===== src/rtl/mem_bridge_if.sv =====
// Core-side request/response and RAM-side strobe/data signals of mem_bridge.
// Request handshake: the core holds cpu_r or cpu_w high (level) with stable
// address/data/size/sign until it sees the one-cycle cpu_ready pulse, and drops
// the request in that same cycle; cpu_err qualifies cpu_ready.
interface mem_bridge_if;
  logic        cpu_r;
  logic        cpu_w;
  logic [31:0] cpu_addr;
  logic [31:0] cpu_wdata;
  logic [1:0]  cpu_size;
  logic        cpu_sign;
  logic [31:0] cpu_rdata;
  logic        cpu_ready;
  logic        cpu_err;
  logic        ram_en;
  logic [3:0]  ram_we;
  logic [29:0] ram_addr;
  logic [31:0] ram_wdata;
  logic [31:0] ram_rdata;

  // Environment side: core requests and RAM read data.
  modport master (
    output cpu_r, cpu_w, cpu_addr, cpu_wdata, cpu_size, cpu_sign, ram_rdata,
    input  cpu_rdata, cpu_ready, cpu_err, ram_en, ram_we, ram_addr, ram_wdata
  );

  // Bridge side.
  modport slave (
    input  cpu_r, cpu_w, cpu_addr, cpu_wdata, cpu_size, cpu_sign, ram_rdata,
    output cpu_rdata, cpu_ready, cpu_err, ram_en, ram_we, ram_addr, ram_wdata
  );
endinterface


===== src/rtl/mem_bridge.sv =====
// Converts byte/halfword/word CPU loads and stores into lane-masked accesses
// on a synchronous word-wide RAM with WAIT_CYCLES read latency.
module mem_bridge #(
  parameter int unsigned WAIT_CYCLES = 1
) (
  input  logic       clk,
  input  logic       rst,
  mem_bridge_if.slave bus,
  output logic [2:0] dbg_state
);

  typedef enum logic [2:0] {
    IDLE   = 3'd0,
    ACCESS = 3'd1,
    WAIT   = 3'd2,
    DONE   = 3'd3,
    ERR    = 3'd4
  } state_t;

  state_t      state;
  logic [3:0]  cnt;
  logic [1:0]  off_q;
  logic [1:0]  size_q;
  logic        sign_q;
  logic        store_q;
  logic [29:0] addr_q;
  logic [31:0] rdata_q;
  logic        en_q;
  logic [3:0]  we_q;
  logic [31:0] wdata_q;

  logic        illegal;
  logic [3:0]  we_calc;
  logic [31:0] wd_calc;
  logic [31:0] load_ext;
  logic [15:0] half_sel;
  logic [7:0]  byte_sel;

  // Alignment check and store lane/data formatting from the incoming request.
  always_comb begin
    illegal = 1'b0;
    we_calc = 4'b0000;
    wd_calc = bus.cpu_wdata;
    case (bus.cpu_size)
      2'b00: begin
        illegal = (bus.cpu_addr[1:0] != 2'b00);
        we_calc = 4'b1111;
        wd_calc = bus.cpu_wdata;
      end
      2'b01: begin
        illegal = bus.cpu_addr[0];
        we_calc = 4'b0011 << bus.cpu_addr[1:0];
        wd_calc = {2{bus.cpu_wdata[15:0]}};
      end
      2'b10: begin
        we_calc = 4'b0001 << bus.cpu_addr[1:0];
        wd_calc = {4{bus.cpu_wdata[7:0]}};
      end
      default: illegal = 1'b1;
    endcase
  end

  // Little-endian lane select and zero/sign extension of RAM read data.
  always_comb begin
    half_sel = off_q[1] ? bus.ram_rdata[31:16] : bus.ram_rdata[15:0];
    byte_sel = bus.ram_rdata[8*off_q +: 8];
    case (size_q)
      2'b01:   load_ext = {{16{sign_q & half_sel[15]}}, half_sel};
      2'b10:   load_ext = {{24{sign_q & byte_sel[7]}}, byte_sel};
      default: load_ext = bus.ram_rdata;
    endcase
  end

  // Access sequencer; RAM strobes are registered so reset drops them at once.
  always_ff @(posedge clk or negedge rst) begin
    if (!rst) begin
      state   <= IDLE;
      cnt     <= 4'd0;
      off_q   <= 2'b00;
      size_q  <= 2'b00;
      sign_q  <= 1'b0;
      store_q <= 1'b0;
      addr_q  <= 30'd0;
      rdata_q <= 32'd0;
      en_q    <= 1'b0;
      we_q    <= 4'b0000;
      wdata_q <= 32'd0;
    end else begin
      case (state)
        IDLE: begin
          if (bus.cpu_r || bus.cpu_w) begin
            addr_q  <= bus.cpu_addr[31:2];
            off_q   <= bus.cpu_addr[1:0];
            size_q  <= bus.cpu_size;
            sign_q  <= bus.cpu_sign;
            store_q <= bus.cpu_w;
            if (illegal) begin
              state <= ERR;
            end else begin
              state   <= ACCESS;
              en_q    <= 1'b1;
              we_q    <= bus.cpu_w ? we_calc : 4'b0000;
              wdata_q <= wd_calc;
            end
          end
        end
        ACCESS: begin
          en_q <= 1'b0;
          we_q <= 4'b0000;
          if (store_q) begin
            state <= DONE;
          end else begin
            state <= WAIT;
            cnt   <= 4'(WAIT_CYCLES);
          end
        end
        WAIT: begin
          if (cnt == 4'd1) begin
            rdata_q <= load_ext;
            cnt     <= 4'd0;
            state   <= DONE;
          end else begin
            cnt <= cnt - 4'd1;
          end
        end
        DONE:    state <= IDLE;
        ERR:     state <= IDLE;
        default: state <= IDLE;
      endcase
    end
  end

  assign bus.cpu_rdata = rdata_q;
  assign bus.cpu_ready = (state == DONE) || (state == ERR);
  assign bus.cpu_err   = (state == ERR);
  assign bus.ram_en    = en_q;
  assign bus.ram_we    = we_q;
  assign bus.ram_addr  = addr_q;
  assign bus.ram_wdata = wdata_q;
  assign dbg_state     = state;

endmodule

===== src/flat_wrapper.sv =====
// flat-port wrapper written by rule: the top's interface ports become plain ports
module mem_bridge_flat 
#(
  parameter int unsigned WAIT_CYCLES = 1
)
  (clk, rst, dbg_state, bus_cpu_r, bus_cpu_w, bus_cpu_addr, bus_cpu_wdata, bus_cpu_size, bus_cpu_sign, bus_ram_rdata, bus_cpu_rdata, bus_cpu_ready, bus_cpu_err, bus_ram_en, bus_ram_we, bus_ram_addr, bus_ram_wdata);
  mem_bridge_if bus_i ();
  input  logic clk;
  input  logic rst;
  output logic [2:0] dbg_state;
  input wire logic [$bits(bus_i.cpu_r)-1:0] bus_cpu_r;
  input wire logic [$bits(bus_i.cpu_w)-1:0] bus_cpu_w;
  input wire logic [$bits(bus_i.cpu_addr)-1:0] bus_cpu_addr;
  input wire logic [$bits(bus_i.cpu_wdata)-1:0] bus_cpu_wdata;
  input wire logic [$bits(bus_i.cpu_size)-1:0] bus_cpu_size;
  input wire logic [$bits(bus_i.cpu_sign)-1:0] bus_cpu_sign;
  input wire logic [$bits(bus_i.ram_rdata)-1:0] bus_ram_rdata;
  output wire logic [$bits(bus_i.cpu_rdata)-1:0] bus_cpu_rdata;
  output wire logic [$bits(bus_i.cpu_ready)-1:0] bus_cpu_ready;
  output wire logic [$bits(bus_i.cpu_err)-1:0] bus_cpu_err;
  output wire logic [$bits(bus_i.ram_en)-1:0] bus_ram_en;
  output wire logic [$bits(bus_i.ram_we)-1:0] bus_ram_we;
  output wire logic [$bits(bus_i.ram_addr)-1:0] bus_ram_addr;
  output wire logic [$bits(bus_i.ram_wdata)-1:0] bus_ram_wdata;
  assign bus_i.cpu_r = bus_cpu_r;
  assign bus_i.cpu_w = bus_cpu_w;
  assign bus_i.cpu_addr = bus_cpu_addr;
  assign bus_i.cpu_wdata = bus_cpu_wdata;
  assign bus_i.cpu_size = bus_cpu_size;
  assign bus_i.cpu_sign = bus_cpu_sign;
  assign bus_i.ram_rdata = bus_ram_rdata;
  assign bus_cpu_rdata = bus_i.cpu_rdata;
  assign bus_cpu_ready = bus_i.cpu_ready;
  assign bus_cpu_err = bus_i.cpu_err;
  assign bus_ram_en = bus_i.ram_en;
  assign bus_ram_we = bus_i.ram_we;
  assign bus_ram_addr = bus_i.ram_addr;
  assign bus_ram_wdata = bus_i.ram_wdata;
  mem_bridge #(.WAIT_CYCLES(WAIT_CYCLES)) u_core (.clk(clk), .rst(rst), .bus(bus_i), .dbg_state(dbg_state));
endmodule

===== config.mk =====
export PLATFORM = sky130hd
export DESIGN_NAME = mem_bridge_flat
export DESIGN_NICKNAME = d
export VERILOG_FILES = /design/src/rtl/mem_bridge_if.sv /design/src/rtl/mem_bridge.sv /design/src/flat_wrapper.sv
export SDC_FILE = /design/constraint.sdc
export NUM_CORES = 1
export LEC_CHECK = 0
export CAP_MARGIN = 30
export CORE_AREA = 2 2 120 122
export CTS_CLUSTER_SIZE = 30
export DETAILED_ROUTE_END_ITERATION = 12
export DIE_AREA = 0 0 122 124
export PLACE_DENSITY_LB_ADDON = 0.15
export SLEW_MARGIN = 20
export SYNTH_ARGS = -nofsm -noshare
export SYNTH_HDL_FRONTEND = slang
export SYNTH_SLANG_ARGS = --single-unit

===== constraint.sdc =====
create_clock -name clk -period 5.1 [get_ports clk]
set_clock_uncertainty 0.1 [all_clocks]
set_input_delay 1.275 -clock clk [delete_from_list [all_inputs] [get_ports clk]]
set_output_delay 1.275 -clock clk [all_outputs]
set_load 0.02 [all_outputs]

==> results of run 1 <==
[final cells by class]
cell class	instances	area, um^2
multi-input cells	372	2410
clock buffers	10	239
repair buffers	211	2120
flip-flops and latches	112	2800
well taps	180	225
clock inverters	6	91.3
fillers	1200	5790
inverters	10	37.5
[routing by layer]
layer / share of wire (%) / global-route usage [%]
met5: 0 / 0
met4: 2.3 / 8.62
met3: 7.6 / 6.73
met2: 49 / 35.0
met1: 41 / 24.3
[through the flow]
stage | setup WS, ns | hold WS [ns] | util, % | total power [W] | cell area [um^2]
after floorplan | 2.06 | 0.359 | - | 0.00329 | 5430
after global placement | 1.20 | 0.364 | 55.2 | 0.00441 | 7570
after detailed placement | 1.30 | 0.369 | 55.4 | 0.00449 | 7600
after CTS | 1.68 | 0.385 | 57.8 | 0.00529 | 7930
after global routing | 1.49 | 0.405 | 57.8 | 0.00560 | 7930
final | 1.65 | 0.381 | 57.8 | 0.00524 | 7930
[sequential cells by signal, indices dropped and copies added, names as in the netlist]
| signal | count |
|---|---|
| u_core.bus.cpu_rdata | 32 |
| u_core.bus.ram_addr | 30 |
| u_core.bus.ram_en | 1 |
| u_core.bus.ram_wdata | 32 |
| u_core.bus.ram_we | 4 |
| u_core.cnt | 4 |
| u_core.dbg_state | 3 |
| u_core.off_q | 2 |
| u_core.sign_q | 1 |
| u_core.size_q | 2 |
| u_core.store_q | 1 |
[kinds of logic after synthesis]
group                    Yosys count  share of synthesized area (%)
multiplexers                      51                           10.6
AND/OR/NAND/NOR                  150                           12.8
AO/OA/AOI/OAI                    163                           18.9
buffers and inverters             46                           4.22
flip-flops                       112                           51.6
adder cells (fa/ha/maj)            8                           1.84
[where the power goes]
group	switching, W	internal (W)
combinational	0.00148	0.00134
sequential	0.000323	0.00132
clock	0.000331	0.000447
total	0.00213	0.00311
[worst paths after layout]
| path | start | to | slack, ns | cells past startpoint |
|---|---|---|---|---|
| max | bus_cpu_size[0] | u_core.bus.ram_wdata[7]$_DFFE_PN0P_ | 1.65 | 7 |
| min | u_core.bus.ram_wdata[10]$_DFFE_PN0P_ | u_core.bus.ram_wdata[10]$_DFFE_PN0P_ | 0.38 | 2 |
| max reg2reg | u_core.size_q[0]$_DFFE_PN0P_ | u_core.bus.cpu_rdata[31]$_DFFE_PN0P_ | 1.98 | 5 |
| min reg2reg | u_core.bus.ram_wdata[10]$_DFFE_PN0P_ | u_core.bus.ram_wdata[10]$_DFFE_PN0P_ | 0.38 | 2 |
| max in group asynchronous | rst | u_core.bus.ram_wdata[27]$_DFFE_PN0P_ | 3.12 | 2 |
| min in group asynchronous | rst | u_core.bus.ram_addr[27]$_DFFE_PN0P_ | 0.86 | 1 |
[synthesized netlist by cell type (3+ instances only)]
library cell | number | area, um^2
dfrtp_1 | 112 | 2800
nand2_1 | 67 | 251
nor2_1 | 45 | 169
a21oi_1 | 37 | 185
mux2_2 | 29 | 327
o21ai_0 | 26 | 130
o21ai_1 | 25 | 125
a22oi_1 | 16 | 120
o22ai_1 | 16 | 100
clkbuf_1 | 15 | 56.3
nor2b_1 | 15 | 93.8
buf_2 | 12 | 60.1
mux2_1 | 12 | 135
a21oi_2 | 11 | 96.3
inv_1 | 9 | 33.8
mux2i_1 | 9 | 90.1
a21o_1 | 8 | 60.1
ha_1 | 8 | 100
o31ai_1 | 7 | 52.6
nand2b_1 | 6 | 37.5
buf_4 | 4 | 30.0
nor3_1 | 4 | 20.0
o2bb2ai_1 | 4 | 35.0
and2_1 | 3 | 18.8
[worst min-delay path, stage by stage, from the launching register on]
cell and delay (ns):
dfrtp_1 0.34, nand2_1 0.04, o21ai_0 0.06
==> impl_metrics.tcl, run 1 <==
set metrics [dict create \
    period_needed_ns 3.45 \
    drtIter0Drc 303 \
    drt-total-wl_um 15300 \
    hp-class "flop to flop" \
    route.vias.total 4677 \
    postCtsSetupBuffers 0 \
    grt_overflow 0 \
    setup_violations 0 \
    start_util_pct 39.6 \
    slowest_delay_ns 0.53 \
    clockBufferDepth 2 \
    worst-path-buf-inv 3 \
    ys_seq_area_share_pct 51.6 \
    drv_slew 0 \
    crit_family "buffers and inverters" \
    grt_pass1_wl_um 24300 \
    synth-seq-cells 112 \
    syn2layout_area_growth_pct 46.1 \
    die_h_um 124 \
    grt_antenna_before_repair 0 \
    arrival_ns 3.58 \
    ctsRootBufferMaster "clkbuf_16" \
    final_cell_mix "clkdlybuf4s50_1 (205), dfrtp_1 (112), nand2_1 (67), nor2_1 (45), a21oi_1 (37)" \
    h-tree-depth 3 \
    relSlewSlack_pct 33.3 \
    synth_ff_type "dfrtp_1" \
    async_flop_share_pct 100 \
    yosys.cell_types.count 48 \
    cts.clk_slew.worst_paths_ns 0.07 \
    finalHoldViolCount 0 \
    end_kind "flop" \
    finalNonFillerCells 901 \
    cts-buffers-inserted 9 \
    clkLatencyLatePin_ns 0.35 \
    place_hpwl_um 11500 \
    die_area_um2 15100 \
    synth_nets 641 \
    fmax_mhz 290 \
    core_um2 13700 \
    antenna_left 0 \
    crit_slowest_cell "clkdlybuf4s50_1" \
    grt_pass1_vias 4827 \
    tightestPinTransition_ns 1.00 \
    final_common_cell "clkdlybuf4s50_1" \
    syn_area_um2 5430 \
    via_per_inst 5.19 \
    ctsResizeCount 0 \
    hold_buffers 0 \
    ys_warn_count 0 \
    layout.nets 827 \
    crit_type "input port to flop" \
    track_usage_pct 20.7 \
    path_cells "clkdlybuf4s50_1, inv_1, ha_1, a21oi_1, o2111ai_4, buf_16, mux2_1" \
    syn_area_per_cell_um2 10.2 \
    wl_per_cell_um 17.0 \
    ios 207 \
    grt_setup_unrepaired "no" \
    row_count 43 \
    fin_crit_sh_pct 67.6 \
    grt_max_degree 53 \
    layout-drive-gt1-share_pct 9.99 \
    gp_congestion 0.882 \
    maxCapViolCount 0 \
    numClockSinks 112 \
    worst_setup_path_start_kind "input port" \
    worst-path-max-fanout 26 \
    vdd_drop_max_mv 0.313 \
    antenna_cells 0 \
    status "finished clean" \
    cts_tree "done" \
    synth_edf_count 0 \
    drt_pass1_iterations 4 \
    port_buffers 206 \
    dp_cells 885 \
    die_w_um 122 \
    drc 0 \
    power.leakage_nw 3.30 \
    syn-instance-count 530 \
    cp_data_required_time_ns 5.23 \
    setup_tns_ns 0 \
    power.density_nw_per_um2 661 \
]
Power figures use the tool's default switching activity.
==> run 2: changes to the inputs <==
==> constraint.sdc (replaced) <==
create_clock -name clk -period 3.1 [get_ports clk]
set_clock_uncertainty 0.1 [all_clocks]
set_input_delay 0.775 -clock clk [delete_from_list [all_inputs] [get_ports clk]]
set_output_delay 0.775 -clock clk [all_outputs]
set_load 0.02 [all_outputs]
==> impl_metrics.tcl, run 2 (synthesis gave the netlist of run 1 again) <==
set metrics [dict create \
    final_cell_mix "clkdlybuf4s50_1 (205), dfrtp_1 (112), nand2_1 (67), nor2_1 (45), a21oi_1 (37)" \
    via_per_inst 5.21 \
    clockBufferDepth 2 \
    drc 0 \
    period_needed_ns 2.84 \
    track_usage_pct 20.4 \
    grt_max_degree 58 \
    cts.clk_slew.worst_paths_ns 0.06 \
    power.leakage_nw 3.32 \
    port_buffers 206 \
    drtIter0Drc 306 \
    ctsResizeCount 0 \
    syn2layout_area_growth_pct 46.2 \
    ctsRootBufferMaster "clkbuf_16" \
    worst-path-max-fanout 15 \
    slowest_delay_ns 0.61 \
    wl_per_cell_um 16.6 \
    drv_slew 0 \
    place_ws_ns 0.0776 \
    hp-class "input port to asynchronous set/reset pin" \
    finalInstanceArea_um2 7940 \
    hold_buffers 0 \
    fmax_mhz 353 \
    fin_crit_sh_pct 91.5 \
    h-tree-depth 3 \
    setup_tns_ns 0 \
    vdd_drop_max_mv 0.638 \
    power.density_nw_per_um2 1070 \
    cp_data_required_time_ns 2.22 \
    gp_congestion 0.883 \
    antenna_left 0 \
    worst_setup_path_start_kind "flop" \
    drt_pass1_iterations 4 \
    finalHoldViolCount 0 \
    status "finished clean" \
    ios 207 \
    antenna_cells 0 \
    die_w_um 122 \
    final_common_cell "clkdlybuf4s50_1" \
    die_area_um2 15100 \
    start_util_pct 39.6 \
    setup_violations 0 \
    crit_slowest_cell "clkdlybuf4s50_1" \
    rr_worst_depth 4 \
    grt_antenna_before_repair 0 \
    tightestPinTransition_ns 0.697 \
    crit_type "flop to primary output" \
    numClockSinks 112 \
    row_count 43 \
    end_kind "primary output" \
    route.vias.total 4724 \
    place_area_um2 7660 \
    place_hpwl_um 11400 \
    arrival_ns 1.96 \
    clkLatencyLatePin_ns 0.34 \
    cts-buffers-inserted 9 \
    grt_overflow 0 \
    worst_slack_ns 0.263 \
    drt-total-wl_um 15100 \
    core_um2 13700 \
    postCtsSetupBuffers 0 \
    die_h_um 124 \
    layout.nets 833 \
    relSlewSlack_pct 53.5 \
    grt_pass1_wl_um 24200 \
    layout-drive-gt1-share_pct 10.6 \
    cts_tree "done" \
    grt_setup_unrepaired "no" \
    path_cells "nor3b_1, o21bai_1, clkdlybuf4s50_1" \
    maxCapViolCount 0 \
    grt_pass1_vias 4905 \
]
run 2: changes by cell type in the layout (fill, tap and decap cells not counted), sizes merged:
cell,delta
bufinv,-2
inv,-1
buf,+6
clkinv,+2
clkbuf,+1
run 2: final timing paths:
path	startpoint	to	slack (ns)
min in group clk	u_core.bus.cpu_rdata[13]$_DFFE_PN0P_	u_core.bus.cpu_rdata[13]$_DFFE_PN0P_	0.38
worst min register to register	u_core.bus.cpu_rdata[13]$_DFFE_PN0P_	u_core.bus.cpu_rdata[13]$_DFFE_PN0P_	0.38
max in group asynchronous	rst	u_core.bus.cpu_rdata[4]$_DFFE_PN0P_	1.89
worst max-delay path	u_core.dbg_state[1]$_DFFE_PN0P_	bus_cpu_ready	0.26
worst max register to register	u_core.dbg_state[1]$_DFFE_PN0P_	u_core.bus.cpu_rdata[16]$_DFFE_PN0P_	0.64
worst min-delay path	rst	u_core.bus.ram_addr[25]$_DFFE_PN0P_	0.28
run 2: cell type report:
cell class,instances,area [um^2]
inverters,10,37.5
flip-flops and latches,112,2800
clock buffers,11,243
multi-input cells,372,2410
well taps,180,225
clock inverters,5,32.5
fillers,1195,5780
repair buffers,217,2180
run 2: layer usage:
metal / global-route usage, % / up-vias / wire length (um)
li1: - / 2249 / -
met1: 24.9 / 2295 / 6160
met2: 34.1 / 157 / 7380
met3: 6.14 / 23 / 1200
met4: 7.76 / 0 / 320
met5: 0 / - / 0
run 2: critical path: cells and delay by family (launching register included):
| kind | cells | cell delay (ns) |
|---|---|---|
| simple gates | 1 | 0.31 |
| buf+inv | 1 | 0.61 |
| flops | 1 | 0.55 |
| compound gates | 1 | 0.15 |
run 2: stage by stage:
step | hold WS (ns) | total power [W] | instances | util (%)
2_1_floorplan | 0.359 | 0.00541 | 530 | -
3_3_place_gp | 0.367 | 0.00733 | 891 | 55.8
3_5_place_dp | 0.376 | 0.00744 | 891 | 55.8
4_1_cts | 0.294 | 0.00856 | 907 | 57.8
5_1_grt | 0.303 | 0.00907 | 907 | 57.8
6_report | 0.278 | 0.00849 | 907 | 57.8
run 2: power by group:
| group | internal (W) | switching (W) | total [W] |
|---|---|---|---|
| sequential | 0.00218 | 0.000470 | 0.00265 |
| clock | 0.000567 | 0.000522 | 0.00109 |
| combinational | 0.00225 | 0.00250 | 0.00475 |
| total | 0.00499 | 0.00349 | 0.00849 |
==> run 3: changes to the inputs <==
--- a/config.mk
+++ b/config.mk
@@ -5,13 +5,13 @@
 export SDC_FILE = /design/constraint.sdc
 export NUM_CORES = 1
 export LEC_CHECK = 0
+export ABC_AREA = 1
 export CAP_MARGIN = 30
-export CORE_AREA = 2 2 120 122
+export CORE_AREA = 2 2 121 123
 export CTS_CLUSTER_SIZE = 30
 export DETAILED_ROUTE_END_ITERATION = 12
-export DIE_AREA = 0 0 122 124
+export DIE_AREA = 0 0 123 125
 export PLACE_DENSITY_LB_ADDON = 0.15
-export SLEW_MARGIN = 20
 export SYNTH_ARGS = -nofsm -noshare
 export SYNTH_HDL_FRONTEND = slang
 export SYNTH_SLANG_ARGS = --single-unit
==> impl_metrics.tcl, run 3 <==
set metrics [dict create \
    status "finished clean" \
    core_um2 14200 \
    grt_pass1_vias 5042 \
    rr_endpoint "u_core.bus.cpu_rdata[23]$_DFFE_PN0P_" \
    synth-seq-cells 112 \
    p_seq_share_pct 31.7 \
    final_common_cell "nand2_1" \
    internal-power_w 0.00466 \
    worst_slack_ns 0.478 \
    yosys.cell_types.count 25 \
    async_flop_share_pct 100 \
    grt_antenna_before_repair 0 \
    grt_setup_unrepaired "no" \
    setup_violations 0 \
    drt_pass1_iterations 5 \
    drt-total-wl_um 15700 \
    route.vias.total 5256 \
    power.leakage_nw 3.89 \
    grt_max_degree 61 \
    place_hpwl_um 11600 \
    synth_most_common_cell "nand2_1" \
    worst_setup_path_start_kind "flop" \
    maxCapViolCount 0 \
    postCtsSetupBuffers 0 \
    whs_ns 0.353 \
    end_kind "primary output" \
    arrival_ns 1.75 \
    die_h_um 125 \
    synth_top_area_share_pct 50.9 \
    fmax_mhz 381 \
    gp_congestion 0.841 \
    ios 207 \
    layout.nets 1024 \
    worst-path-max-fanout 5 \
    final_cell_mix "nand2_1 (249), clkdlybuf4s50_1 (205), dfrtp_1 (112), o21ai_0 (83), inv_1 (73)" \
    syn-instance-count 719 \
    tightestPinTransition_ns 0.738 \
    ys_seq_area_share_pct 50.9 \
    layout-drive-gt1-share_pct 4.04 \
    drc 0 \
    port_buffers 206 \
    power.share.combinational_pct 54.5 \
    hold_buffers 0 \
    syn_area_um2 5510 \
    cp_data_required_time_ns 2.22 \
    ys_warn_count 0 \
    pwr-share-clk_pct 13.8 \
    crit_type "flop to primary output" \
    syn_area_per_cell_um2 7.66 \
    numClockSinks 112 \
    h-tree-depth 3 \
    ctsRootBufferMaster "clkbuf_16" \
    finalHoldViolCount 0 \
    synth_nets 830 \
    netSwitchingFraction_pct 43.1 \
    crit_path_end "bus_cpu_ready" \
    synth_ff_type "dfrtp_1" \
    via_per_inst 4.78 \
    setup_tns_ns 0 \
    clockBufferDepth 2 \
    power.density_nw_per_um2 1020 \
    hp-class "input port to asynchronous set/reset pin" \
    synth_common_cells "nand2_1 (249), dfrtp_1 (112), o21ai_0 (83), inv_1 (73)" \
    cts_tree "done" \
    syn2layout_area_growth_pct 45.5 \
    synth.area.top_cells "dfrtp_1 (51%), nand2_1 (17%), o21ai_0 (7.5%)" \
    rr_worst_depth 7 \
    clkLatencyLatePin_ns 0.35 \
    start_util_pct 38.8 \
    track_usage_pct 20.7 \
    post-route-util_pct 56.4 \
    period_needed_ns 2.62 \
    synth_edf_count 0 \
    place_ws_ns 0.306 \
    reg2reg_from "u_core.cnt[1]$_DFFE_PN0P_" \
    startpoint "u_core.dbg_state[1]$_DFFE_PN0P_" \
    synth_top_cell_by_area "dfrtp_1" \
    antenna_cells 0 \
    grt_overflow 0 \
    wl_per_cell_um 14.2 \
    cts.clk_slew.worst_paths_ns 0.07 \
    grt_pass1_wl_um 25100 \
    cts-buffers-inserted 9 \
    die_area_um2 15400 \
    switchingPower_w 0.00352 \
    die_w_um 123 \
    r2r_slack_ns 0.98 \
    drv_slew 0 \
    relSlewSlack_pct 50.6 \
    drtIter0Drc 430 \
    ctsResizeCount 0 \
    vdd_drop_max_mv 0.480 \
    fin_crit_sh_pct 84.6 \
    antenna_left 0 \
    row_count 44 \
]
[run 3: final cells by class]
type	count	area (um^2)
clock buffers	11	233
clock inverters	3	45.0
fillers	1340	6190
inverters	80	300
multi-input cells	492	2230
flip-flops and latches	112	2800
well taps	184	230
repair buffers	218	2170
[run 3: cell families (layout without fill, tap and decap cells)]
group	count (synthesis)	count (layout)	share of synthesized area, %
buf+inv	115	312	8.77
simple gates	337	337	24.9
xor+xnor	1	1	0.159
flops	112	112	50.9
fa+ha+maj	8	8	1.82
compound gates	146	146	13.4
[run 3: per-layer routing]
metal	global-route usage (%)	vias to the layer above	part of all wire, %
met2	32.4	180	46
met5	0	-	0
met3	4.84	26	7.4
li1	-	2662	-
met1	27.9	2388	45
met4	7.89	0	2.3
[run 3: worst min path at each step]
stage / endpoint / cells past startpoint / startpoint / slack [ns]
6_report: u_core.bus.cpu_rdata[24]$_DFFE_PN0P_ / 1 / rst / 0.35
5_1_grt: u_core.bus.cpu_rdata[24]$_DFFE_PN0P_ / 1 / rst / 0.40
4_1_cts: u_core.bus.cpu_rdata[26]$_DFFE_PN0P_ / 1 / rst / 0.37
3_5_place_dp: u_core.bus.ram_we[1]$_DFFE_PN0P_ / 2 / u_core.bus.ram_we[1]$_DFFE_PN0P_ / 0.36
3_3_place_gp: u_core.bus.ram_we[1]$_DFFE_PN0P_ / 2 / u_core.bus.ram_we[1]$_DFFE_PN0P_ / 0.35
2_1_floorplan: u_core.store_q$_DFFE_PN0P_ / 2 / u_core.store_q$_DFFE_PN0P_ / 0.34
[run 3: power groups by stage]
stage                     clock (W)  combinational, W  sequential [W]
after floorplan                   0           0.00190         0.00328
after global placement            0           0.00443         0.00261
after detailed placement          0           0.00449         0.00260
after CTS                   0.00117           0.00450         0.00260
after global routing        0.00122           0.00490         0.00268
final                       0.00113           0.00446         0.00259
[run 3: stage by stage]
stage	area, um^2	instances	total power, W
finish	8010	1100	0.00818
global route	8010	1100	0.00880
CTS	8010	1100	0.00826
detailed placement	7740	1086	0.00710
global placement	7740	1086	0.00704
floorplan	5510	719	0.00518
[run 3: worst max-delay path, cell delays in order, from the launching register on]
cell	delay, ns
dfrtp_1	0.45
inv_2	0.10
nand2_4	0.07
o21ai_0	0.14
clkdlybuf4s50_1	0.63
